<file path="src/rtl/hex_word_ascii_serializer.sv">
// hex_word_ascii_serializer
// Prints a DATA_WIDTH-bit word as ASCII hex, one character per out_valid/out_ready
// handshake: optional "0x" prefix, digits most-significant nibble first, then an
// optional CR/LF or LF terminator.
//
// Handshake semantics (both sides): a transfer happens on a rising clk edge where
// valid and ready are both 1. The producer holds its data and valid stable until
// that transfer. Ready never depends combinationally on valid.
`timescale 1ns/1ps
module hex_word_ascii_serializer #(
   parameter int DATA_WIDTH = 16,
   parameter int UPPERCASE  = 0,
   parameter int PREFIX_EN  = 0,
   parameter int TERM_MODE  = 2
) (
   input  logic                  clk,
   input  logic                  rst,
   input  logic [DATA_WIDTH-1:0] in_data,
   input  logic                  in_valid,
   output logic                  in_ready,
   output logic [7:0]            out_ascii,
   output logic                  out_valid,
   input  logic                  out_ready,
   output logic                  busy
);

   localparam int NDIG = DATA_WIDTH / 4;
   localparam int CW   = (NDIG > 1) ? $clog2(NDIG) : 1;
   localparam logic [CW-1:0] CNT_TOP = CW'(NDIG - 1);

   // The state names the character currently presented on out_ascii.
   typedef enum logic [2:0] {
      S_IDLE    = 3'd0,
      S_PREFIX0 = 3'd1,
      S_PREFIX1 = 3'd2,
      S_DIGITS  = 3'd3,
      S_TERM_CR = 3'd4,
      S_TERM_LF = 3'd5
   } state_t;

   state_t                r_state;
   logic [CW-1:0]         r_cnt;
   logic [DATA_WIDTH-1:0] r_word;
   logic [7:0]            r_out_ascii;
   logic                  r_out_valid;
   logic                  r_in_ready;

   state_t                w_state_nx;
   logic [CW-1:0]         w_cnt_nx;
   logic [DATA_WIDTH-1:0] w_word_nx;
   logic [7:0]            w_ascii_nx;
   logic                  w_valid_nx;
   logic                  w_ready_nx;
   logic                  w_out_hs;
   logic                  w_accept;

   function automatic logic [7:0] nib_to_ascii(input logic [3:0] nib);
      logic [7:0] base;
      base = (UPPERCASE != 0) ? 8'h41 : 8'h61;
      if (nib < 4'd10) begin
         return 8'h30 + {4'h0, nib};
      end
      return base + {4'h0, nib} - 8'h0A;
   endfunction

   function automatic logic [7:0] char_of(input state_t st, input logic [CW-1:0] cnt,
                                          input logic [DATA_WIDTH-1:0] word);
      logic [DATA_WIDTH-1:0] sh;
      sh = word >> {cnt, 2'b00};
      case (st)
         S_PREFIX0: return 8'h30;
         S_PREFIX1: return 8'h78;
         S_DIGITS:  return nib_to_ascii(sh[3:0]);
         S_TERM_CR: return 8'h0D;
         S_TERM_LF: return 8'h0A;
         default:   return 8'h00;
      endcase
   endfunction

   assign w_out_hs = r_out_valid & out_ready;
   assign w_accept = in_valid & r_in_ready;

   // Registered state, counter, latched word and all handshake outputs.
   always_ff @(posedge clk or posedge rst) begin
      if (rst) begin
         r_state     <= S_IDLE;
         r_cnt       <= '0;
         r_word      <= '0;
         r_out_ascii <= 8'h00;
         r_out_valid <= 1'b0;
         r_in_ready  <= 1'b0;
      end else begin
         r_state     <= w_state_nx;
         r_cnt       <= w_cnt_nx;
         r_word      <= w_word_nx;
         r_out_ascii <= w_ascii_nx;
         r_out_valid <= w_valid_nx;
         r_in_ready  <= w_ready_nx;
      end
   end

   // Next-state logic: advance one character per output handshake; the last
   // character's handshake returns to IDLE and reopens the input side.
   always_comb begin
      w_state_nx = r_state;
      w_cnt_nx   = r_cnt;
      w_word_nx  = r_word;
      w_valid_nx = r_out_valid;
      w_ready_nx = r_in_ready;
      w_ascii_nx = r_out_ascii;

      case (r_state)
         S_IDLE: begin
            w_ready_nx = 1'b1;
            if (w_accept) begin
               w_word_nx  = in_data;
               w_ready_nx = 1'b0;
               w_valid_nx = 1'b1;
               w_cnt_nx   = CNT_TOP;
               w_state_nx = (PREFIX_EN != 0) ? S_PREFIX0 : S_DIGITS;
            end
         end
         S_PREFIX0: begin
            if (w_out_hs) w_state_nx = S_PREFIX1;
         end
         S_PREFIX1: begin
            if (w_out_hs) begin
               w_state_nx = S_DIGITS;
               w_cnt_nx   = CNT_TOP;
            end
         end
         S_DIGITS: begin
            if (w_out_hs) begin
               if (r_cnt != '0) begin
                  w_cnt_nx = r_cnt - 1'b1;
               end else if (TERM_MODE == 2) begin
                  w_state_nx = S_TERM_CR;
               end else if (TERM_MODE == 1) begin
                  w_state_nx = S_TERM_LF;
               end else begin
                  w_state_nx = S_IDLE;
                  w_valid_nx = 1'b0;
                  w_ready_nx = 1'b1;
               end
            end
         end
         S_TERM_CR: begin
            if (w_out_hs) w_state_nx = S_TERM_LF;
         end
         S_TERM_LF: begin
            if (w_out_hs) begin
               w_state_nx = S_IDLE;
               w_valid_nx = 1'b0;
               w_ready_nx = 1'b1;
            end
         end
         default: begin
            w_state_nx = S_IDLE;
            w_valid_nx = 1'b0;
            w_ready_nx = 1'b0;
         end
      endcase

      // A stalled character maps back to itself, so out_ascii stays stable.
      if (w_valid_nx) begin
         w_ascii_nx = char_of(w_state_nx, w_cnt_nx, w_word_nx);
      end
   end

   assign in_ready  = r_in_ready;
   assign out_ascii = r_out_ascii;
   assign out_valid = r_out_valid;
   assign busy      = (r_state != S_IDLE);

endmodule

</file>
<file path="config.mk">
export PLATFORM = sky130hd
export DESIGN_NAME = hex_word_ascii_serializer
export DESIGN_NICKNAME = d
export VERILOG_FILES = /design/src/rtl/hex_word_ascii_serializer.sv
export SDC_FILE = /design/constraint.sdc
export NUM_CORES = 1
export LEC_CHECK = 0
export BUFFER_PORTS_ARGS = -buffer_cell sky130_fd_sc_hd__clkbuf_2
export CORE_UTILIZATION = 42
export CTS_BUF_LIST = sky130_fd_sc_hd__clkbuf_8
export CTS_CLUSTER_DIAMETER = 200
export DETAILED_ROUTE_END_ITERATION = 6
export HOLD_SLACK_MARGIN = 0.15
export PLACE_DENSITY_LB_ADDON = 0.2
export SETUP_SLACK_MARGIN = 0.3
export SYNTH_ARGS = -nofsm -noshare
export SYNTH_HDL_FRONTEND = slang
export SYNTH_SLANG_ARGS = --single-unit
export TNS_END_PERCENT = 50
</file>
<file path="constraint.sdc">
create_clock -name clk -period 4.7 [get_ports clk]
set_input_delay 0.235 -clock clk [delete_from_list [all_inputs] [get_ports clk]]
set_output_delay 0.235 -clock clk [all_outputs]
set_load 0.005 [all_outputs]
</file>
Word level (Yosys, flattened, before mapping):

Index checks and enable logic that the tools add are counted.

* register bits after elaboration: 31
* word-level logic and storage cells: 58
* input bits: 20
* output and inout bits: 11

* multiplexer cells: 27
* add/subtract/negate cells: 4
* magnitude comparators: 1
* equal/unequal tests: 11
* shift operators: 1
* bitwise gates (word level): 3
* reduce and logical (&&, ||, !) cells: 5

Operators by type and width (count)
* $pmux W8 S5: 1
* $mux W16: 2
* $mux W3: 7
* $pmux W3 S6: 1
* $mux W8: 2
* $shr A16 B4 Y4: 1
* $eq A3 B2 Y1 const B: 4
* $eq A3 B3 Y1 const B: 4
* $add A7 B4 Y8 const A: 1
* $mux W2: 4
* $sub A8 B4 Y8 const B: 1
* $add A6 B4 Y7 const A: 1
* $mux W1: 7
* $eq A3 B1 Y1 const B: 2
* $pmux W1 S3: 2
* $pmux W2 S3: 1
* $lt A4 B4 Y1 const B: 1
* $reduce_or A4 Y1: 1
* $logic_not A3 Y1: 1
* $reduce_bool A3 Y1: 1
* $and A1 B1 Y1: 2
* $ne A2 B2 Y1 const B: 1
* $reduce_and A2 Y1: 1
* $reduce_bool A2 Y1: 1
* other kinds (2): 2

Depth between registers and ports, before layout:

Gate-level depths: netlist (run 1).

* depth in word-level cells: 11
* gate-level depth with buffers: 11
* depth with buffers taken out: 10

Least setup slack after synthesis (run 1):

Ideal clock, no wire load.

* path kind: reg2reg
* start: reg r_state[1]
* end: reg r_out_ascii[1] (netlist: out_ascii[1])
* setup time: 0.065 ns
* stages on the path, launching flop included: 10
* arrival time: 2.606 ns
* clock period less this slack: 2.672 ns
* buffers on the path: 1
* setup slack: 2.028 ns
* required time: 4.635 ns
* cell sequence: dfrtp_1 -> or3_4 -> nor2_8 -> buf_12 -> o22ai_2 -> o21ai_4 -> mux4_2 -> ha_1 -> a2111oi_1 -> a211o_1

* longest elaborated chain between the ends: 9
* elaborated cells on any way between the ends: 34
* classes of those cells: add/sub (3); order compare (1); eq/ne (10); shift (1); mux (17); reduce/logical (2)

Ends and longest elaborated chain
* start: declaration: line 41 `state_t r_state;`
* start signal: assignment: line 93 `r_state <= w_state_nx;`
* $eq A3 B2 Y1 or $logic_not A3 Y1 (tied branches): line 112 `case (r_state)`
* $pmux W2 S3 (*): line 112
* net w_cnt_nx[1]: line 49 `logic [CW-1:0] w_cnt_nx;`
* $shr A16 B4 Y4 (*): line 69 `sh = word >> {cnt, 2'b00};`
* parallel branches: the longest is 4 deep, another holds $add A7 B4 Y8
* $mux W8 (*): line 63 `return base + {4'h0, nib} - 8'h0A;`
* $pmux W8 S5 (*): line 70 `case (st)`
* end signal: assignment: line 96 `r_out_ascii <= w_ascii_nx;`
* end: declaration: line 44 `logic [7:0] r_out_ascii;`

Mark *: on every way through the listed nets, which the timed path passes. The select of a mux whose other input is x is not followed.
A chain may end at the register's enable or synchronous reset.

Worst setup path after layout (run 1):

Same ends and word-level chain as after synthesis.

==> metrics.md, run 1 <==
| Metric | Value |
|---|---|
| Outcome | complete, no violations |
| Area Growth Syn to Fin | 13.5% |
| WS Path Type | flip-flop to flip-flop |
| Clock tree sinks | 30 |
| Final Hold Viols | 0 |
| Syn_nets | 164 |
| Crit path max fanout | 23 |
| I/O Buffers | 29 |
| Vias per cell | 5.41 |
| Layout Nets | between 150 and 200 |
| Crit path cell chain | or3_4 > nor2_8 > o22ai_2 > o21ai_4 > mux4_2 > ha_1 > a2111oi_1 > a211o_1 |
| Number of global-route vias before repair | 1223 |
| Inst Count DP | 214 |
| CP endpoint kind | flip-flop |
| Reg clk slew, reported paths | 60 ps |
| CTS tree | built |
| Clk pwr share | 15.1% |
| Clock skew | ~9.4 ps |
| Worst setup SP type | flip-flop |
| IO Pins | 31 |
| Critical path arrival | 3280 ps |
| Initial Util | between 40% and 50% |
| Area occupied by multi-input gates | 855 µm² |
| Layout cells sized above 1 | 40.2% |
| Worst Hold Class | input port to flip-flop |
| Initial antenna violation count | 0 |
| H-tree depth | 2 |
| Deepest clock path buffer count | 2 |
| Synth area leaders | dfrtp_1, mux2_2, mux2i_1, inv_1, buf_6 |
| Post-CTS Hold Fix Bufs | 0 |
| Drt first pass iters | 4 |
| Num CTS Buffers | 5 |
| RePlAce Congestion | 0.817 |
| Pins Over Slew Limit | 0 |
| Worst vdd ir | 0.267 mV |
| Net Sw Power | 0.553 mW |
| First-pass GRT wire length | 5.37 mm |
| Die Area | 4330 µm² |
| Most used DFF post-synth | dfrtp_1 |
| Top-count cell post-synth | dfrtp_1 |
| Number of remaining DRC errors | 0 |
| Sw Share | 40.1% |
| Drt wl/cell | 14.1 µm |
| Core area | 3770 µm² |
| RSZ-0062 raised after global routing | no |
| Max cap viols | 0 |
| Combinational Power Share | 51.5% |
| Total GRT Usage | 16.8% |
| Clock Latency Late Sink | 280 ps |
| Die height | 65.8 µm |
| Yosys warning count | 0 |
| Cell Pwr Density | 710 nW/µm² |
| Yosys cell types | 53 |
| Internal power | 0.824 mW |
| Number of synthesized flops with an enable pin | 0 |
| Max-slew headroom | 26.8% |
| Sequential element share of the synthesized area | a little over two fifths |
| # resized after CTS | 0 |
| Top post-synthesis cells by count | dfrtp_1, mux2_2, inv_1, mux2i_1, nor2_1 |
| Post-CTS Repair Setup Buffers | 0 |
| Syn Area/Cell | 12.0 µm² |
| Crit path time final | 3050 ps |
| Total power | 1.38 mW |
| Via count | 1202 |
| Non-Filler Instances | approximately 220 |
| Synthesized area | 1710 µm² |
| Share of synthesized flip-flops with an asynchronous set or reset | 100% |
| Detail Placement HPWL | between 2 and 2.5 mm |
| Cells after Synth | 143 |
| Leakage | 0.928 nW |
| Post-route ant nets | 0 |
| TNS Setup | 0 ps |
| F_max | 328 MHz |
| Post-Route WL | 3.12 mm |
| Flops & latches, synth | 30 |
| Gr ovfl total | 0 |
| Slew @ Worst Pin | 1100 ps |
| Place WS | 1640 ps |
| Fillers | 361 |
| Sequential group share of total power | 33.3% |
| Antenna cells | 0 |
| Core Rows | 22 |
| Largest net degree at the start of global routing | 31 |
| Fin Hold WS | ~190 ps |
| Clk root buf | clkbuf_8 |
| Endpoints failing setup | 0 |
| DRT iter0 DRCs | 96 |
| Fin crit share | between 60% and 70% |
| Critical path required time | about 4900 ps |
| Post-synth top area share | 43.9% |
| Worst path slowest cell | mux4_2 |
| FF/Latch Area | 751 µm² |
| Setup ws final | 1650 ps |
| Critical Path Max Stage Delay | between 500 and 600 ps |
| Most area-hungry cell type in the Yosys netlist | dfrtp_1 |
| Die Wd | 65.8 µm |
## power groups by stage
stage | combinational (mW) | clock (mW) | sequential, mW
finish | 0.709 | 0.208 | 0.459
global route | 0.796 | 0.222 | 0.476
CTS | 0.716 | 0.215 | 0.461
detailed placement | 0.714 | 0 | 0.465
global placement | 0.700 | 0 | 0.459
floorplan | 0.587 | 0 | 0.434
## critical path, delay by kind of cell (launching register included)
kind	cells	cell delay (ps)
AO/OA/AOI/OAI	4	770
adder cells (fa/ha/maj)	1	280
flip-flops	1	510
multiplexers	1	580
AND/OR/NAND/NOR	2	830
## placed cells by master (no fill, tap or decap), drive strengths merged, types with 2 or more instances in the layout
cell,netlist,routed
clkbuf,0,35
dfrtp,30,30
mux2,13,13
mux2i,13,13
inv,10,11
o21ai,10,10
nor2,9,9
nor3,5,5
a21oi,4,4
nand2,4,4
and3,4,4
a211oi,3,3
a31oi,2,2
nor4b,2,2
a211o,2,2
a22o,2,2
a21o,2,2
nand2b,2,2
and2,2,2
## area by class of cell
cell class | instances | share of cell area, %
multi-input cells | 97 | 44.1
flip-flops and latches | 30 | 38.7
repair buffers | 29 | 7.48
clock buffers | 6 | 4.26
well taps | 48 | 3.10
inverters | 10 | 1.94
clock inverters | 2 | 0.452
## logic make-up (layout without fill, tap and decap cells)
logic type,count (synthesis),in the layout,share of synthesized area (%)
AND/OR/NAND/NOR,36,36,15.9
AO/OA/AOI/OAI,31,31,14.0
XOR/XNOR,1,1,0.513
buffers and inverters,16,47,6.08
adder cells (fa/ha/maj),1,1,0.732
flip-flops,30,30,43.9
other,1,1,0.219
multiplexers,27,27,18.7
## through the flow
step / cell area [µm²] / util, %
global route: 1940 / 51.4
global placement: 1850 / 49.0
detailed placement: 1850 / 49.0
finish: 1940 / 51.4
CTS: 1940 / 51.4
floorplan: 1710 / -
## worst paths after layout
kind	depth (start not counted)	slack, ps	end	from
max	8	1650	out_ascii[1]	r_state[1]
min in group asynchronous	2	210	r_state[0]	rst
max in group asynchronous	2	3820	out_ascii[5]	rst
min reg2reg	1	480	out_ascii[5]	out_ascii[5]
min	3	190	r_word[4]	in_data[4]
max reg2reg	8	1650	out_ascii[1]	r_state[1]
## registers in the layout, indices dropped and copies added, names as in the netlist
signal	count
r_word	16
out_ascii	7
in_ready	1
r_state	3
out_valid	1
r_cnt	2
## routing by layer
layer | share of wire, % | track usage, %
met5 | 0 | 0
met2 | 48 | 27.2
met1 | 45 | 20.9
met4 | 2.2 | 8.97
met3 | 5.1 | 3.45
Power figures use the tool's default switching activity.
==> run 2: changes to the inputs <==
--- a/config.mk
+++ b/config.mk
@@ -5,6 +5,7 @@
 export SDC_FILE = /design/constraint.sdc
 export NUM_CORES = 1
 export LEC_CHECK = 0
+export ABC_AREA = 1
 export BUFFER_PORTS_ARGS = -buffer_cell sky130_fd_sc_hd__clkbuf_2
 export CORE_UTILIZATION = 42
 export CTS_BUF_LIST = sky130_fd_sc_hd__clkbuf_8
==> constraint.sdc (replaced) <==
create_clock -name clk -period 2.9 [get_ports clk]
set_input_delay 0.145 -clock clk [delete_from_list [all_inputs] [get_ports clk]]
set_output_delay 0.145 -clock clk [all_outputs]
set_load 0.005 [all_outputs]
==> run 2 against run 1 <==
Sequential share of layout area shrank 5.1 points. Via count grew 37%. Area after synthesis grew 11%. Die area grew 11%. First-iteration DRC count grew 46%. Core utilization shrank 0.10 points. Combinational power shrank 96%. Routed wire length grew 24%. Critical endpoint is now out_ascii[2]. Highest routed layer unchanged.
==> metrics.md, run 2 <==
| Metric | Value |
|---|---|
| Final Cell Area | 2230 µm² (+15%) |
| I/O Buffers | 29 (unchanged) |
| Post-CTS Hold Fix Bufs | 7 (+7) |
| Clock Latency Late Sink | 280 ps (about the same) |
| Leakage | 1.31 nW (+41%) |
| Gr ovfl total | 0 (unchanged) |
| Critical path arrival | 2610 ps (-670 ps) |
| RSZ-0062 raised after global routing | no |
| Fillers | 426 (+18%) |
| # resized after CTS | 0 (unchanged) |
| Share of synthesized flip-flops with an asynchronous set or reset | 100% (unchanged) |
| Endpoints failing setup | 0 (unchanged) |
| Synth area leaders | dfrtp_1, nand2_1, nand3_1, nand2_4, inv_1 |
| Largest Register | r_word |
| Commonest non-fill, non-tap cell in the layout | nand2_1 |
| Worst r2r src | r_state[0] |
| Vias per cell | 4.84 (-11%) |
| Via count | 1646 (+37%) |
| H-tree depth | 2 (unchanged) |
| Die Wd | 69.3 µm (+5.3%) |
| Initial Util | 43.6% (-1.7 points) |
| Sequential element share of the synthesized area | 39.5% (-4.4 points) |
| TNS Setup | 0 ps (unchanged) |
| Layout Nets | 308 (+59%) |
| Top-count cell post-synth | nand2_1 |
| Number of remaining DRC errors | 0 (unchanged) |
| Core area | 4350 µm² (+15%) |
| Core Rows | 24 (+9.1%) |
| Most used DFF post-synth | dfrtp_1 |
| Most area-hungry cell type in the Yosys netlist | dfrtp_1 |
| Yosys warning count | 0 (unchanged) |
| WS Path Type | flip-flop to flip-flop |
| Final Hold Viols | 0 (unchanged) |
| Top post-synthesis cells by count | nand2_1, dfrtp_1, nand3_1 |
| Antenna cells | 0 (unchanged) |
| Metal3 WL | 152 µm (-3.8%) |
| IO Pins | 31 (unchanged) |
| Num CTS Buffers | 5 (unchanged) |
| Layout cells sized above 1 | 28.8% (-11 points) |
| Cells after Synth | 247 (+73%) |
| Number of global-route vias before repair | 1557 (+27%) |
| Drt first pass iters | 4 (unchanged) |
| Critical path required time | 3100 ps (-1820 ps) |
| FF/Latch Area | 751 µm² (unchanged) |
| Met1 WL | 1.91 mm (+36%) |
| Crit path max fanout | 15 (-35%) |
| Area Growth Syn to Fin | 17.6% |
| Max cap viols | 0 (unchanged) |
| First-pass GRT wire length | 6.87 mm (+28%) |
| Clock skew | 8.26 ps (-1.13 ps) |
| Flops & latches, synth | 30 (unchanged) |
| Die Area | 4800 µm² (+11%) |
| Most frequent cells in the layout | nand2_1, dfrtp_1, clkbuf_2 |
| Max reg flops | 16 (unchanged) |
| Clk root buf | clkbuf_8 |
| Fin crit share | 83.2% (+18 points) |
| Worst Hold Class | input port to flip-flop |
| Worst vdd ir | 0.313 mV (+17%) |
| F_max | 414 MHz (+27%) |
| Syn Area/Cell | 7.69 µm² (-36%) |
| Initial antenna violation count | 0 (unchanged) |
| Post-Route WL | 3.86 mm (+24%) |
| Cell Pwr Density | 354 nW/µm² (-50%) |
| DRT iter0 DRCs | 140 (+46%) |
| Reg clk slew, reported paths | 70 ps (about the same) |
| Hold Crit Start | in_data[15] |
| Hold-critical path depth | 3 (unchanged) |
| Clock tree sinks | 30 (unchanged) |
| RePlAce Congestion | 0.798 (-2.3%) |
| Total GRT Usage | 17.8% (+1.1 points) |
| Largest net degree at the start of global routing | 31 (unchanged) |
| Die height | 69.3 µm (+5.3%) |
| Area occupied by multi-input gates | 970 µm² (+13%) |
| Drt wl/cell | 11.4 µm (-19%) |
| R2R Setup Slk | 490 ps (-1160 ps) |
| CP endpoint kind | flip-flop |
| Reg2Reg Capture Point | out_ascii[2] |
| Number of synthesized flops with an enable pin | 0 (unchanged) |
| Deepest clock path buffer count | 2 (unchanged) |
| Hold Path End | r_word[15] |
| Post-synth top area share | 39.5% (-4.4 points) |
| Crit path time final | 2410 ps (-640 ps) |
| Syn_nets | 268 (+63%) |
| Yosys cell types | 31 (-42%) |
| Post-CTS Repair Setup Buffers | 0 (unchanged) |
| Post-route ant nets | 0 (unchanged) |
| Worst setup SP type | flip-flop |
| Pins Over Slew Limit | 0 (unchanged) |
| Synthesized area | 1900 µm² (+11%) |
| Detail Placement HPWL | 2.92 mm (+24%) |
| CTS tree | built |
| Wire length on met2 | 1.74 mm (+17%) |
| Outcome | complete, no violations |
| Max Used Layer | met4 |
| R2R depth | 13 (+5) |
| Cell Area, Placed | 2070 µm² (+12%) |
## run 2: cell count changes in the layout (fill, tap and decap cells not counted), moves of 6 or more
cell           change
dlygate4sd3_1      +7
inv_1             +15
mux2_2            -12
mux2i_1           -10
nand2_1           +73
nand2_2           +11
nand2_4            +9
nand3_1           +26
nor2_1             +6
## run 2: stage by stage
stage	cells	setup WS (ps)	hold slack [ps]	util [%]	power (mW)
after floorplan	247	878	236	-	0.435
after global placement	325	497	227	47.6	0.451
after detailed placement	325	500	229	47.6	0.451
after CTS	340	467	154	51.3	0.803
after global routing	340	356	163	51.3	0.824
final	340	487	155	51.3	0.792
## run 2: kinds of logic (layout without fill, tap and decap cells)
group,after synthesis,count (layout),synth area share [%]
AO/OA/AOI/OAI,24,24,7.77
adder cells (fa/ha/maj),1,1,0.658
buffers and inverters,38,79,9.48
flip-flops,30,30,39.5
multiplexers,1,1,0.592
other,1,1,0.197
AND/OR/NAND/NOR,152,152,41.8
## run 2: critical path: stages, from the launching register on
cell     delay, ps
dfrtp_1        480
nor2_4         240
nand3_4        220
or2_2          330
o21ai_0        120
nand2_1         80
nand3_1         90
nand2_1         80
inv_2           70
ha_1           140
inv_1           60
o21ai_0        160
nand3_1        120
a21oi_1        160
## run 2: worst max-delay path by stage
stage,start,endpoint,slack [ps]
5_1_grt,r_state[0],out_ascii[2],360
3_5_place_dp,r_state[0],out_ascii[2],500
4_1_cts,r_state[0],out_ascii[2],470
2_1_floorplan,in_ready,out_ascii[1],880
3_3_place_gp,r_state[0],out_ascii[2],500
6_report,r_state[0],out_ascii[2],490
## run 2: cell type report
class | count | share of cell area [%]
inverters | 34 | 6.05
repair buffers | 37 | 9.97
well taps | 52 | 2.91
clock buffers | 6 | 3.70
clock inverters | 2 | 0.392
flip-flops and latches | 30 | 33.6
multi-input cells | 179 | 43.4
## run 2: power breakdown
part / internal (mW) / leakage, nW / total (mW) / switching, mW
clock network: 0.188 / 0.0524 / 0.342 / 0.155
registers: 0.419 / 0.378 / 0.419 / 0
logic: 0.0165 / 0.881 / 0.0314 / 0.0148
total: 0.623 / 1.31 / 0.792 / 0.169
## run 2: routing by layer
| metal | vias to the layer above | track usage [%] |
|---|---|---|
| met5 | - | 0 |
| met4 | 0 | 6.80 |
| met3 | 6 | 4.07 |
| met2 | 35 | 27.7 |
| met1 | 748 | 24.2 |
| li1 | 857 | - |
==> run 3: changes to the inputs <==
--- a/config.mk
+++ b/config.mk
@@ -5,7 +5,7 @@
 export SDC_FILE = /design/constraint.sdc
 export NUM_CORES = 1
 export LEC_CHECK = 0
-export ABC_AREA = 1
+export ABC_AREA = 0
 export BUFFER_PORTS_ARGS = -buffer_cell sky130_fd_sc_hd__clkbuf_2
 export CORE_UTILIZATION = 42
 export CTS_BUF_LIST = sky130_fd_sc_hd__clkbuf_8
==> constraint.sdc (replaced) <==
create_clock -name clk -period 2.5 [get_ports clk]
set_input_delay 0.125 -clock clk [delete_from_list [all_inputs] [get_ports clk]]
set_output_delay 0.125 -clock clk [all_outputs]
set_load 0.005 [all_outputs]
==> run 3 against run 2 <==
The flow now finishes with violations (setup timing). Cell count fell by 25%. Largest cell class unchanged. Highest routed layer unchanged. Sequential power grew 100%. Largest power group is now combinational logic. Final area grew 9.6%. Die area decreased by 9.8%. Worst setup slack got worse by 580 ps. Clock skew decreased by 4.9 ps. Combinational power increased to 69 times the previous value.
==> metrics.md, run 3 (same netlist as run 1, synthesis figures left out) <==
| Metric | Value |
|---|---|
| Outcome | complete, but fails checks |
| Violated checks | setup timing |
| Largest Register | r_word |
| Die Wd | 65.8 µm (-5.0%) |
| Drt first pass iters | 4 (unchanged) |
| Total GRT Usage | 20.5% (+2.7 points) |
| Clock skew | 3.36 ps (-4.90 ps) |
| Vias per cell | 5.34 (+10%) |
| Worst Hold Class | input port to flip-flop |
| Setup ws final | -88.9 ps (-576 ps) |
| Clk root buf | clkbuf_8 |
| Max cap viols | 0 (unchanged) |
| Layout Nets | 227 (-26%) |
| CTS tree | built |
| Number of remaining DRC errors | 0 (unchanged) |
| Num CTS Buffers | 5 (unchanged) |
| Pins Over Slew Limit | 0 (unchanged) |
| Largest net degree at the start of global routing | 31 (unchanged) |
| Crit path time final | 2590 ps (+176 ps) |
| Die height | 65.8 µm (-5.0%) |
| Post-Route WL | 3.97 mm (+3.0%) |
| Critical path required time | 2670 ps (-430 ps) |
| Total power | 3.36 mW (+320%) |
| Layout Utilization | 64.9% (+14 points) |
| Final Cell Area | 2450 µm² (+9.6%) |
| Fin crit share | 104% (+20 points) |
| Most frequent cells in the layout | dfrtp_1, clkbuf_2, dlygate4sd3_1 |
| Worst setup SP type | flip-flop |
| Antenna cells | 0 (unchanged) |
| DRT iter0 DRCs | 63 (-55%) |
| Core Rows | 22 (-8.3%) |
| Gr ovfl total | 0 (unchanged) |
| Inst Count DP | 227 (-30%) |
| Endpoints failing setup | 4 (+4) |
| TNS Setup | -202 ps (-202 ps) |
| Non-Filler Instances | 254 (-25%) |
| Clock tree sinks | 30 (unchanged) |
| Fin Hold WS | 355 ps (+200 ps) |
| Number of global-route vias before repair | 1438 (-7.6%) |
| Max reg flops | 16 (unchanged) |
| Max-slew headroom | roughly 52% |
| Post-route ant nets | 0 (unchanged) |
| F_max | 386 MHz (-6.8%) |
| IO Pins | 31 (unchanged) |
| Commonest non-fill, non-tap cell in the layout | dfrtp_1 |
| Place WS | -142 ps (-642 ps) |
| Detail Placement HPWL | 2.69 mm (-7.8%) |
| Reg clk slew, reported paths | 60 ps (about the same) |
| Clock Latency Late Sink | 280 ps (about the same) |
| First-pass GRT wire length | 6.48 mm (-5.6%) |
| Via count | 1356 (-18%) |
| R2R Setup Slk | -90 ps (-580 ps) |
| Cell Pwr Density | 1370 nW/µm² (+290%) |
| Initial antenna violation count | 0 (unchanged) |
| RePlAce Congestion | 0.902 (+13%) |
| Final Hold Viols | 0 (unchanged) |
| WS Path Type | flip-flop to flip-flop |
| Drt wl/cell | 15.6 µm (+38%) |
| Layout cells sized above 1 | 48.5% (+20 points) |
| Slew @ Worst Pin | 718 ps |
| Crit path max fanout | 7 (-8) |
| CP endpoint kind | flip-flop |
| Leakage | 1.10 nW (-16%) |
| Die Area | 4330 µm² (-9.8%) |
| Worst vdd ir | 0.725 mV (+130%) |
| RSZ-0062 raised after global routing | yes |
| H-tree depth | 2 (unchanged) |
| Area Growth Syn to Fin | 43.3% |
| Core area | 3770 µm² (-13%) |
| Critical path arrival | 2760 ps (+150 ps) |
| I/O Buffers | 29 (unchanged) |
| Initial Util | 45.3% (+1.7 points) |
| Cell Area, Placed | 1980 µm² (-4.3%) |
| Deepest clock path buffer count | 2 (unchanged) |
-- run 3: cell count changes in the layout (fill, tap and decap cells not counted), moves of 7 or more --
cell           change
inv_1             -15
dlygate4sd3_1     +10
nand3_1           -26
nand2_4            -9
buf_4             +10
nand2_1           -73
nor2_1             -7
mux2i_4            +8
mux2_2             +7
nand2_2           -11
-- run 3: routing by layer --
| layer | up-vias | track usage (%) | share of wire (%) |
|---|---|---|---|
| met5 | - | 0 | 0 |
| met4 | 0 | 8.97 | 1.7 |
| met3 | 7 | 4.66 | 3.1 |
| met2 | 27 | 35.5 | 51 |
| met1 | 677 | 24.1 | 44 |
| li1 | 645 | - | - |
-- run 3: worst max-delay path, cell delays in order, from the launching register on --
cell	delay (ps)
dfrtp_1	380
or3_4	430
nor2_8	240
clkbuf_16	190
mux2i_2	80
mux4_2	510
ha_4	190
a211o_1	270
a22o_1	190
-- run 3: cell type report --
type	instances	area [µm²]
Fill cell	291	1320
Multi-Input combinational cell	97	1040
Sequential cell	30	751
Timing Repair Buffer	62	485
Clock buffer	5	68.8
Tap cell	48	60.1
Inverter	10	37.5
Clock inverter	2	7.51
-- run 3: final timing paths --
check                      startpoint           end  depth (start not counted)
max                        r_state[2]  out_ascii[4]                          8
max in group asynchronous         rst    r_state[2]                          4
min                          in_valid      in_ready                          4
max reg2reg                r_state[2]  out_ascii[4]                          8
min reg2reg                r_word[12]    r_word[12]                          2
min in group asynchronous         rst     r_word[9]                          4
-- run 3: power by group --
group          internal [mW]  switching (mW)
sequential             0.713           0.124
combinational           1.07            1.10
clock                  0.183           0.175
total                   1.97            1.40
-- run 3: what timing repair did --
item	CTS	global route
pin swaps	5	8
buffers inserted	1	1
setup endpoints to repair	6	7
hold buffers	17	0
resized for setup	6	25
cloned	0	1
endpoints found under the hold margin	46	0
